`src/rtl/flash_word_reader_if.sv`:
```
// Controller-side port bundle of flash_word_reader: read request in, assembled word out.
interface flash_word_reader_if #(
    parameter int ADDR_W = 21
);
    logic              i_start;
    logic [ADDR_W-1:0] i_top_addr;
    logic [31:0]       o_data_out;
    logic              o_ack;
    logic              o_busy;

    // Handshake: i_start with i_top_addr is taken only while o_busy is low; each accepted
    // request is answered by exactly one single-cycle o_ack, o_data_out valid in that cycle.
    modport master (output i_start, output i_top_addr,
                    input  o_data_out, input o_ack, input o_busy);
    modport slave  (input  i_start, input i_top_addr,
                    output o_data_out, output o_ack, output o_busy);
endinterface

```
`src/rtl/flash_word_reader.sv`:
```
// Reads four consecutive bytes from an 8-bit parallel NOR flash and returns them as one word.
// Optional last-word cache enabled by defining FLASH_READ_CACHE_EN.
module flash_word_reader #(
    parameter int WAIT_CYCLES = 4,
    parameter int ADDR_W      = 21
) (
    input  logic                i_clk,
    input  logic                i_rst_n,
    flash_word_reader_if.slave  bus,
    input  logic [7:0]          i_data_in,
    output logic [ADDR_W+1:0]   o_addr,
    output logic                o_ce_n,
    output logic                o_oe_n,
    output logic                o_we_n,
    output logic                o_rst_n,
    output logic                o_wp_n,
    output logic [1:0]          o_dbg_state
);
    typedef enum logic [1:0] {
        S_IDLE   = 2'd0,
        S_ACCESS = 2'd1,
        S_DONE   = 2'd2
    } state_t;

    localparam int CNT_W = (WAIT_CYCLES > 1) ? $clog2(WAIT_CYCLES) : 1;
    localparam logic [CNT_W-1:0] CNT_LAST = CNT_W'(WAIT_CYCLES - 1);

    state_t              r_state;
    state_t              w_state;
    logic [CNT_W-1:0]    r_cnt;
    logic [CNT_W-1:0]    w_cnt;
    logic [1:0]          r_k;
    logic [1:0]          w_k;
    logic [ADDR_W-1:0]   r_addr;
    logic [ADDR_W-1:0]   w_addr;
    logic [31:0]         r_data;
    logic [31:0]         w_data;
    logic [ADDR_W+1:0]   r_faddr;
    logic [ADDR_W+1:0]   w_faddr;
    logic                r_ack;
    logic                r_busy;
    logic                r_ce_n;
    logic                w_hit;
    logic [31:0]         w_cache_data;

`ifdef FLASH_READ_CACHE_EN
    logic                r_cache_valid;
    logic [ADDR_W-1:0]   r_cache_addr;
    logic [31:0]         r_cache_data;

    // Refilled on every completed read, hits included, so it always holds the last word returned.
    always_ff @(posedge i_clk or negedge i_rst_n) begin
        if (!i_rst_n) begin
            r_cache_valid <= 1'b0;
            r_cache_addr  <= '0;
            r_cache_data  <= '0;
        end else if (r_state == S_DONE) begin
            r_cache_valid <= 1'b1;
            r_cache_addr  <= r_addr;
            r_cache_data  <= r_data;
        end
    end

    assign w_hit        = r_cache_valid && (bus.i_top_addr == r_cache_addr);
    assign w_cache_data = r_cache_data;
`else
    assign w_hit        = 1'b0;
    assign w_cache_data = '0;
`endif

    always_ff @(posedge i_clk or negedge i_rst_n) begin
        if (!i_rst_n) begin
            r_state <= S_IDLE;
        end else begin
            r_state <= w_state;
        end
    end

    always_comb begin
        w_state = r_state;
        w_cnt   = r_cnt;
        w_k     = r_k;
        w_addr  = r_addr;
        w_data  = r_data;
        w_faddr = r_faddr;
        case (r_state)
            S_IDLE: begin
                if (bus.i_start) begin
                    w_addr = bus.i_top_addr;
                    if (w_hit) begin
                        w_state = S_DONE;
                        w_data  = w_cache_data;
                    end else begin
                        w_state = S_ACCESS;
                        w_k     = 2'd0;
                        w_cnt   = '0;
                        w_faddr = {bus.i_top_addr, 2'b00};
                    end
                end
            end
            S_ACCESS: begin
                w_cnt = r_cnt + 1'b1;
                // Last cycle of the byte window: flash access time has elapsed, take the bus.
                if (r_cnt == CNT_LAST) begin
                    w_cnt = '0;
                    w_data[{r_k, 3'b000} +: 8] = i_data_in;
                    if (r_k == 2'd3) begin
                        w_state = S_DONE;
                    end else begin
                        w_k     = r_k + 2'd1;
                        w_faddr = {r_addr, r_k + 2'd1};
                    end
                end
            end
            S_DONE: begin
                w_state = S_IDLE;
            end
            default: begin
                w_state = S_IDLE;
            end
        endcase
    end

    // Strobes are registered from the next state so every pin changes right on the clock edge.
    always_ff @(posedge i_clk or negedge i_rst_n) begin
        if (!i_rst_n) begin
            r_cnt   <= '0;
            r_k     <= 2'd0;
            r_addr  <= '0;
            r_data  <= '0;
            r_faddr <= '0;
            r_ack   <= 1'b0;
            r_busy  <= 1'b0;
            r_ce_n  <= 1'b1;
        end else begin
            r_cnt   <= w_cnt;
            r_k     <= w_k;
            r_addr  <= w_addr;
            r_data  <= w_data;
            r_faddr <= w_faddr;
            r_ack   <= (w_state == S_DONE);
            r_busy  <= (w_state != S_IDLE);
            r_ce_n  <= (w_state != S_ACCESS);
        end
    end

    assign bus.o_data_out = r_data;
    assign bus.o_ack      = r_ack;
    assign bus.o_busy     = r_busy;
    assign o_addr         = r_faddr;
    assign o_ce_n         = r_ce_n;
    assign o_oe_n         = r_ce_n;
    assign o_we_n         = 1'b1;
    assign o_rst_n        = 1'b1;
    assign o_wp_n         = 1'b1;
    assign o_dbg_state    = r_state;
endmodule

```
`src/flat_wrapper.sv`:
```
// flat-port wrapper written by rule: the top's interface ports become plain ports
module flash_word_reader_flat 
#(
    parameter int WAIT_CYCLES = 4,
    parameter int ADDR_W      = 21
)
  (i_clk, i_rst_n, i_data_in, o_addr, o_ce_n, o_oe_n, o_we_n, o_rst_n, o_wp_n, o_dbg_state, bus_i_start, bus_i_top_addr, bus_o_data_out, bus_o_ack, bus_o_busy);
  flash_word_reader_if #(.ADDR_W(ADDR_W)) bus_i ();
  input  logic i_clk;
  input  logic i_rst_n;
  input  logic [7:0] i_data_in;
  output logic [ADDR_W+1:0] o_addr;
  output logic o_ce_n;
  output logic o_oe_n;
  output logic o_we_n;
  output logic o_rst_n;
  output logic o_wp_n;
  output logic [1:0] o_dbg_state;
  input wire logic [$bits(bus_i.i_start)-1:0] bus_i_start;
  input wire logic [$bits(bus_i.i_top_addr)-1:0] bus_i_top_addr;
  output wire logic [$bits(bus_i.o_data_out)-1:0] bus_o_data_out;
  output wire logic [$bits(bus_i.o_ack)-1:0] bus_o_ack;
  output wire logic [$bits(bus_i.o_busy)-1:0] bus_o_busy;
  assign bus_i.i_start = bus_i_start;
  assign bus_i.i_top_addr = bus_i_top_addr;
  assign bus_o_data_out = bus_i.o_data_out;
  assign bus_o_ack = bus_i.o_ack;
  assign bus_o_busy = bus_i.o_busy;
  flash_word_reader #(.WAIT_CYCLES(WAIT_CYCLES), .ADDR_W(ADDR_W)) u_core (.i_clk(i_clk), .i_rst_n(i_rst_n), .bus(bus_i), .i_data_in(i_data_in), .o_addr(o_addr), .o_ce_n(o_ce_n), .o_oe_n(o_oe_n), .o_we_n(o_we_n), .o_rst_n(o_rst_n), .o_wp_n(o_wp_n), .o_dbg_state(o_dbg_state));
endmodule
```
`config.mk`:
```
export PLATFORM = sky130hd
export DESIGN_NAME = flash_word_reader_flat
export DESIGN_NICKNAME = d
export VERILOG_FILES = /design/src/rtl/flash_word_reader_if.sv /design/src/rtl/flash_word_reader.sv /design/src/flat_wrapper.sv
export SDC_FILE = /design/constraint.sdc
export NUM_CORES = 1
export LEC_CHECK = 0
export CAP_MARGIN = 20
export CORE_AREA = 2 2 98 100
export CTS_CLUSTER_SIZE = 24
export DETAILED_ROUTE_END_ITERATION = 10
export DIE_AREA = 0 0 100 102
export GPL_ROUTABILITY_DRIVEN = 0
export MAX_ROUTING_LAYER = met4
export PLACE_DENSITY = 0.7
export RECOVER_POWER = 25
export SYNTH_ARGS = -nofsm -noshare
export SYNTH_HDL_FRONTEND = slang
export SYNTH_SLANG_ARGS = --single-unit
```
`constraint.sdc`:
```
create_clock -name i_clk -period 1.7 [get_ports i_clk]
set_input_delay 0.34 -clock i_clk [delete_from_list [all_inputs] [get_ports i_clk]]
set_output_delay 0.34 -clock i_clk [all_outputs]
set_load 0.005 [all_outputs]
```
==> impl_metrics.py, run 1 <==
metrics = {
    "sta": {
        "maxSlewViolCount": 0,
        "rsz0062_at_grt": "true",
        "finalCriticalPeriod_ps": 1630,
        "max_clock_freq_mhz": 614,
        "fin_crit_sh_pct": 95.7,
        "hold_ws_ps": 487,
        "setup_ws_ps": 72.5,
        "finalHoldViolations": 0,
        "fin_skew_ps": 13.0,
        "worstMarginPinSlew_ps": 745,
        "slew_headroom_pct": 50.3,
        "setup_viol": 0,
    },
    "logic_synthesis": {
        "synth_area_sq_mm": 0.00360,
        "synth_flop_cell": "dfrtp_1",
        "synth_top_area_share_pct": 57.0,
        "ys_ff_latch": 83,
        "yosysSeqAreaShare_pct": 57.8,
        "yosysWarnings": 0,
        "synthDistinctLibCells": 31,
        "synth_area_leaders": "dfrtp_1 57%, nand2_1 6.9%, mux2_2 6.6%, mux2i_1 5.8%, o21ai_0 4.7%",
        "syn_avg_cell_area_sq_um": 11.1,
        "syn_inst": 323,
        "ys_async_sr_fraction_pct": 100,
        "synth-edff-count": 0,
        "yosys.area.top_type": "dfrtp_1",
    },
    "clock_network": {
        "tritoncts": "yes",
        "cts_made_buffers": 9,
        "insertion_delay_ps": 360,
        "cts-root-buf": "clkbuf_8",
        "cts_buffer_depth": 2,
        "cts_sinks": 83,
        "htreeDepth": 3,
        "worst_setup_hold_path_clk_slew_ps": 90,
    },
    "job": {
        "max_cap_violations": 0,
    },
    "critical_path": {
        "crit_cells": 1,
        "worstPathArrival_ps": 1290,
        "ff2ff_path_depth": 6,
        "worst_setup_path_start_kind": "flip-flop",
        "crit_family": "buffers and inverters",
        "max_stage_delay_ps": 530,
        "slowest_stage": "clkdlybuf4s50_1",
        "path_cells": "clkdlybuf4s50_1",
        "path_max_fanout": 4,
        "worst_ep_required_time_ps": 1360,
        "endpoint_kind": "output pin",
        "timing.critical_path.buf_inv": 1,
        "path_class": "flip-flop to output pin",
    },
    "hold_path": {
        "worstHoldPathCells": 2,
        "hp-class": "flip-flop to flip-flop",
    },
    "global_route": {
        "grt_pass1_vias": 2787,
        "grt_max_degree": 49,
        "antenna_found_initial": 0,
        "grt_overflow": 0,
        "grtUsageTotal_pct": 17.1,
        "grt_pass1_wl_microns": 13300,
    },
    "power_and_ir_drop": {
        "internal_power_mw": 6.31,
        "power_frac_comb_pct": 45.8,
        "power.density_mw_per_mm2": 1880,
        "pwr-share-clk_pct": 17.3,
        "p_leak_nw": 2.25,
        "p_sw_share_pct": 32.8,
        "max-vdd-ir-drop_v": 0.000950,
        "p_seq_share_pct": 37.0,
        "p_sw_mw": 3.07,
    },
    "die": {
        "die-area_sq_mm": 0.0102,
        "die_w_microns": 100,
        "fp.dieH_microns": 102,
        "initial_core_util_pct": 39.5,
        "fp.coreArea_sq_mm": 0.00911,
        "ios": 96,
        "fp-row-count": 35,
    },
    "routing": {
        "ant_nets": 0,
        "vias_per_cell": 4.97,
        "routed_wl_microns": 7990,
        "drc": 0,
        "wl_per_cell_microns": 14.6,
        "drt_iter0_drc": 49,
        "first_pass_iters": 4,
        "vias": 2716,
    },
    "finish": {
        "final_util_pct": 54.8,
        "fin_cells": 546,
        "multiInputGateArea_sq_mm": 0.00137,
        "drive_gt1_share_pct": 17.5,
        "fill_cells": 828,
        "finish.net_count": 469,
        "area_growth_pct": 38.8,
        "antenna_cells": 0,
        "seq_area_sq_mm": 0.00208,
    },
    "placed_design": {
        "io_buffers": 92,
        "hpwlAfterDp_microns": 5760,
        "pre_cts_slack_ps": -89.7,
        "dp.cells": 527,
    },
    "outcome": {
        "outcome": "finished clean",
    },
}
## synthesized netlist by cell type (2+ instances only)
cell	instances
dfrtp_1	82
nand2_1	66
o21ai_0	34
mux2_2	21
mux2i_1	21
nor3_1	21
a21oi_1	20
buf_4	9
ha_1	7
clkbuf_1	5
buf_2	4
buf_6	4
nand4b_1	4
inv_1	3
nor3b_2	3
a21oi_2	2
and3_1	2
nor2_1	2
## flip-flops by register name (all words and copies together) (netlist names)
register and flops:
u_core.bus.o_ack 1, u_core.bus.o_data_out 32, u_core.r_addr 21, u_core.o_addr 23, u_core.o_dbg_state 2, u_core.r_cnt 2, u_core.bus.o_busy 1, u_core.o_ce_n 1
## layout make-up
cell class	count	area share, %
Sequential cell	83	41.7
Multi-Input combinational cell	215	27.4
Timing Repair Buffer	118	23.2
Clock buffer	11	3.03
Tap cell	111	2.78
Clock inverter	5	1.70
Inverter	3	0.226
## through the flow
| stage | total power, mW | instance area (sq um) | TNS (ps) |
|---|---|---|---|
| CTS | 9.50 | 5000 | 0 |
| detailed placement | 7.86 | 4740 | -2360 |
| finish | 9.38 | 4990 | 0 |
| global route | 10.1 | 4990 | -36.0 |
| floorplan | 5.73 | 3600 | 0 |
| global placement | 7.70 | 4740 | -1510 |
## cells in the final DEF (no fill, tap or decap), types with 2 or more instances in the layout
| master | instances |
|---|---|
| ha_1 | 6 |
| clkinv_4 | 2 |
| nor3b_2 | 4 |
| dfrtp_1 | 80 |
| mux2_2 | 21 |
| clkbuf_8 | 11 |
| nand4b_1 | 4 |
| mux2i_1 | 21 |
| nand2_1 | 66 |
| clkdlybuf4s50_1 | 87 |
| dfrtp_2 | 2 |
| nor3_1 | 21 |
| buf_12 | 4 |
| and3_1 | 2 |
| buf_4 | 20 |
| a21oi_1 | 20 |
| a21oi_2 | 2 |
| bufinv_16 | 2 |
| inv_1 | 3 |
| dlygate4sd2_1 | 4 |
| o21ai_0 | 34 |
| nor2_1 | 2 |
| conb_1 | 3 |
| clkbuf_2 | 2 |
## routing by layer
metal,track usage (%),up-vias,routed length (microns)
met1,21.4,1305,3720
met5,-,-,0
li1,-,1311,-
met4,5.90,0,100
met2,27.8,89,3690
met3,3.76,11,470
## power groups by stage
stage | Sequential (mW) | Combinational, mW | Clock [mW]
6_report | 3.46 | 4.29 | 1.62
5_1_grt | 3.59 | 4.79 | 1.73
4_1_cts | 3.48 | 4.36 | 1.67
3_5_place_dp | 3.51 | 4.34 | 0
2_1_floorplan | 3.44 | 2.29 | 0
3_3_place_gp | 3.48 | 4.22 | 0
## kinds of logic (layout without fill, tap and decap cells)
logic type | after synthesis | count (layout) | share of synthesized area [%]
other | 1 | 3 | 0.104
adder cells (fa/ha/maj) | 7 | 7 | 2.43
multiplexers | 42 | 42 | 12.4
AO/OA/AOI/OAI | 59 | 59 | 8.70
flip-flops | 83 | 83 | 57.8
AND/OR/NAND/NOR | 104 | 104 | 13.8
buffers and inverters | 27 | 137 | 4.76
## timing repair
item | in CTS | in global routing
endpoints found under the hold margin | 25 | 0
gates resized for setup | 6 | 1
setup endpoints to repair | 6 | 4
hold buffers | 1 | 0
buffers inserted | 2 | 0
## path summary, 6_finish.rpt
path / from / endpoint / slack [ps]
min reg2reg: u_core.bus.o_data_out[16]$_DFFE_PN0P_ / u_core.bus.o_data_out[16]$_DFFE_PN0P_ / 490
max: u_core.o_addr[1]$_DFFE_PN0P_ / o_addr[1] / 70
max reg2reg: u_core.o_addr[1]$_DFFE_PN0P_ / u_core.o_addr[13]$_DFFE_PN0P_ / 80
min in group asynchronous: i_rst_n / u_core.bus.o_data_out[22]$_DFFE_PN0P_ / 590
max in group asynchronous: i_rst_n / u_core.o_dbg_state[1]$_DFF_PN0_ / 380
min: u_core.bus.o_data_out[16]$_DFFE_PN0P_ / u_core.bus.o_data_out[16]$_DFFE_PN0P_ / 490
No activity file was read; power rests on OpenSTA's default activity.
==> inputs of run 2 (changes only) <==
Settings changed: CORE_AREA 2 2 98 100 to 2 2 90 92, DIE_AREA 0 0 100 102 to 0 0 92 94, MAX_ROUTING_LAYER met4 to unset, PLACE_DENSITY 0.7 to 0.78.
Clock period 1.7 ns to 1.6 ns, I/O delays scaled along.
==> impl_metrics.py, run 2 (synthesized netlist as in run 1, its figures left out) <==
metrics = {
    "outcome": {
        "outcome": "finished with violations",
        "violations": "setup timing",
    },
    "placed_design": {
        "io_buffers": 92,
        "placed_area_sq_mm": 0.00472,
        "hpwlAfterDp_microns": 5610,
        "dp.cells": 515,
    },
    "power_and_ir_drop": {
        "p_sw_share_pct": 34.0,
        "p_seq_share_pct": 35.5,
        "pwr-share-clk_pct": 14.6,
        "power_frac_comb_pct": 49.9,
        "p_leak_nw": 2.37,
        "internal_power_mw": 6.83,
        "max-vdd-ir-drop_v": 0.00101,
        "power.density_mw_per_mm2": 1990,
        "p_sw_mw": 3.53,
    },
    "die": {
        "fp-row-count": 32,
        "die-area_sq_mm": 0.00865,
        "fp.coreArea_sq_mm": 0.00761,
        "initial_core_util_pct": 47.3,
        "die_w_microns": 92,
        "ios": 96,
        "fp.dieH_microns": 94,
    },
    "sta": {
        "fin_skew_ps": 6.98,
        "max_clock_freq_mhz": 623,
        "setup_viol": 1,
        "worstMarginPinSlew_ps": 844,
        "setup_ws_ps": -4.50,
        "slew_headroom_pct": 43.7,
        "fin_crit_sh_pct": 100,
        "maxSlewViolCount": 0,
        "finalHoldViolations": 0,
        "finalCriticalPeriod_ps": 1600,
        "setup_tns_ps": -4.50,
        "rsz0062_at_grt": "true",
    },
    "critical_path": {
        "worst_ep_required_time_ps": 1830,
        "ff2ff_path_depth": 6,
        "path_max_fanout": 8,
        "r2r-end": "u_core.o_addr[17]$_DFFE_PN0P_",
        "path_class": "flip-flop to flip-flop",
        "worstPathArrival_ps": 1830,
        "endpoint_kind": "flip-flop",
        "r2r_slack_ps": -4,
        "worst_setup_path_start_kind": "flip-flop",
        "worstReg2RegStart": "u_core.o_addr[0]$_DFFE_PN0P_",
    },
    "clock_network": {
        "insertion_delay_ps": 350,
        "cts_sinks": 83,
        "cts_made_buffers": 9,
        "htreeDepth": 3,
        "worst_setup_hold_path_clk_slew_ps": 90,
        "cts_buffer_depth": 2,
        "cts-root-buf": "clkbuf_8",
        "tritoncts": "yes",
    },
    "routing": {
        "ant_nets": 0,
        "wl_per_cell_microns": 15.6,
        "vias": 2855,
        "first_pass_iters": 4,
        "vias_per_cell": 5.19,
        "drc": 0,
        "routed_wl_microns": 8600,
        "drt_iter0_drc": 72,
    },
    "job": {
        "max_cap_violations": 0,
    },
    "global_route": {
        "antenna_found_initial": 0,
        "grt_pass1_vias": 2747,
        "grt_pass1_wl_microns": 13200,
        "grt_max_degree": 34,
        "grt_overflow": 0,
        "grtUsageTotal_pct": 19.4,
    },
    "finish": {
        "fin_cells": 550,
        "final_common_cell": "clkdlybuf4s50_1",
        "final_cell_mix": "81 x clkdlybuf4s50_1, 80 x dfrtp_1, 66 x nand2_1",
        "antenna_cells": 0,
        "largest_register_ffs": 32,
        "finish.net_count": 482,
        "area_growth_pct": 44.5,
        "drive_gt1_share_pct": 21.4,
        "finalInstanceArea_sq_mm": 0.00520,
    },
    "hold_path": {
        "min_to": "u_core.bus.o_data_out[8]$_DFFE_PN0P_",
        "worstHoldPathCells": 2,
        "min_from": "u_core.bus.o_data_out[8]$_DFFE_PN0P_",
        "hp-class": "flip-flop to flip-flop",
    },
}
-- run 2: final cells by class --
class | instances | area (sq um)
clock buffer | 9 | 124
clock inverter | 7 | 78.8
fill | 561 | 2410
inverter | 3 | 11.3
multi-input combinational | 215 | 1410
sequential | 83 | 2080
tap | 102 | 128
timing repair buffer | 131 | 1360
-- run 2: metal layers --
metal / routed length, microns / GRT usage (%)
met5: 0 / 0
met4: 254 / 8.96
met3: 490 / 4.01
met2: 4190 / 31.9
met1: 3660 / 24.7
-- run 2: repair_timing --
| action | CTS | global route |
|---|---|---|
| cloned | 0 | 3 |
| gates resized for setup | 10 | 24 |
| setup buffers | 7 | 8 |
| hold endpoints to repair | 31 | 0 |
| hold buffers | 1 | 0 |
| endpoints found under the setup margin | 12 | 83 |
| pin swaps | 1 | 5 |
-- run 2: how the worst max path moves through the flow --
stage                                      start                                    end  cells after the start
floorplan           u_core.o_addr[0]$_DFFE_PN0P_  u_core.bus.o_data_out[10]$_DFFE_PN0P_                      6
global placement                     bus_i_start           u_core.r_addr[8]$_DFFE_PN0P_                      4
detailed placement                   bus_i_start           u_core.r_addr[9]$_DFFE_PN0P_                      4
CTS                 u_core.o_addr[0]$_DFFE_PN0P_          u_core.o_addr[12]$_DFFE_PN0P_                      6
global route        u_core.o_addr[0]$_DFFE_PN0P_          u_core.o_addr[17]$_DFFE_PN0P_                      6
finish              u_core.o_addr[0]$_DFFE_PN0P_          u_core.o_addr[17]$_DFFE_PN0P_                      6
-- run 2: power by group through the flow --
stage          combinational [mW]  clock (mW)  sequential (mW)
2_1_floorplan                2.46           0             3.67
3_3_place_gp                 4.49           0             3.67
3_5_place_dp                 4.66           0             3.70
4_1_cts                      4.74        1.53             3.67
5_1_grt                      5.64        1.62             3.79
6_report                     5.17        1.51             3.68
-- run 2: per-stage QoR --
step	util, %	hold WS, ps	power [mW]	setup slack [ps]
after floorplan	-	24.4	6.12	8.16
after global placement	62.0	288	8.17	-252
after detailed placement	62.0	296	8.36	-254
after CTS	65.6	457	9.94	-47.2
after global routing	68.3	522	11.1	-43.8
final	68.3	482	10.4	-4.50
-- run 2: worst max-delay path, cell delays in order, from the launching register on --
cell	delay (ps)
dfrtp_2	440
buf_6	130
ha_4	160
and4bb_4	350
or2_4	170
clkbuf_16	160
a21oi_1	70
==> inputs of run 3 (changes only) <==
Settings changed: CAP_MARGIN 20 to unset.
==> results of run 3 <==
No change in the layout: final DEF, timing and power equal those of run 2.
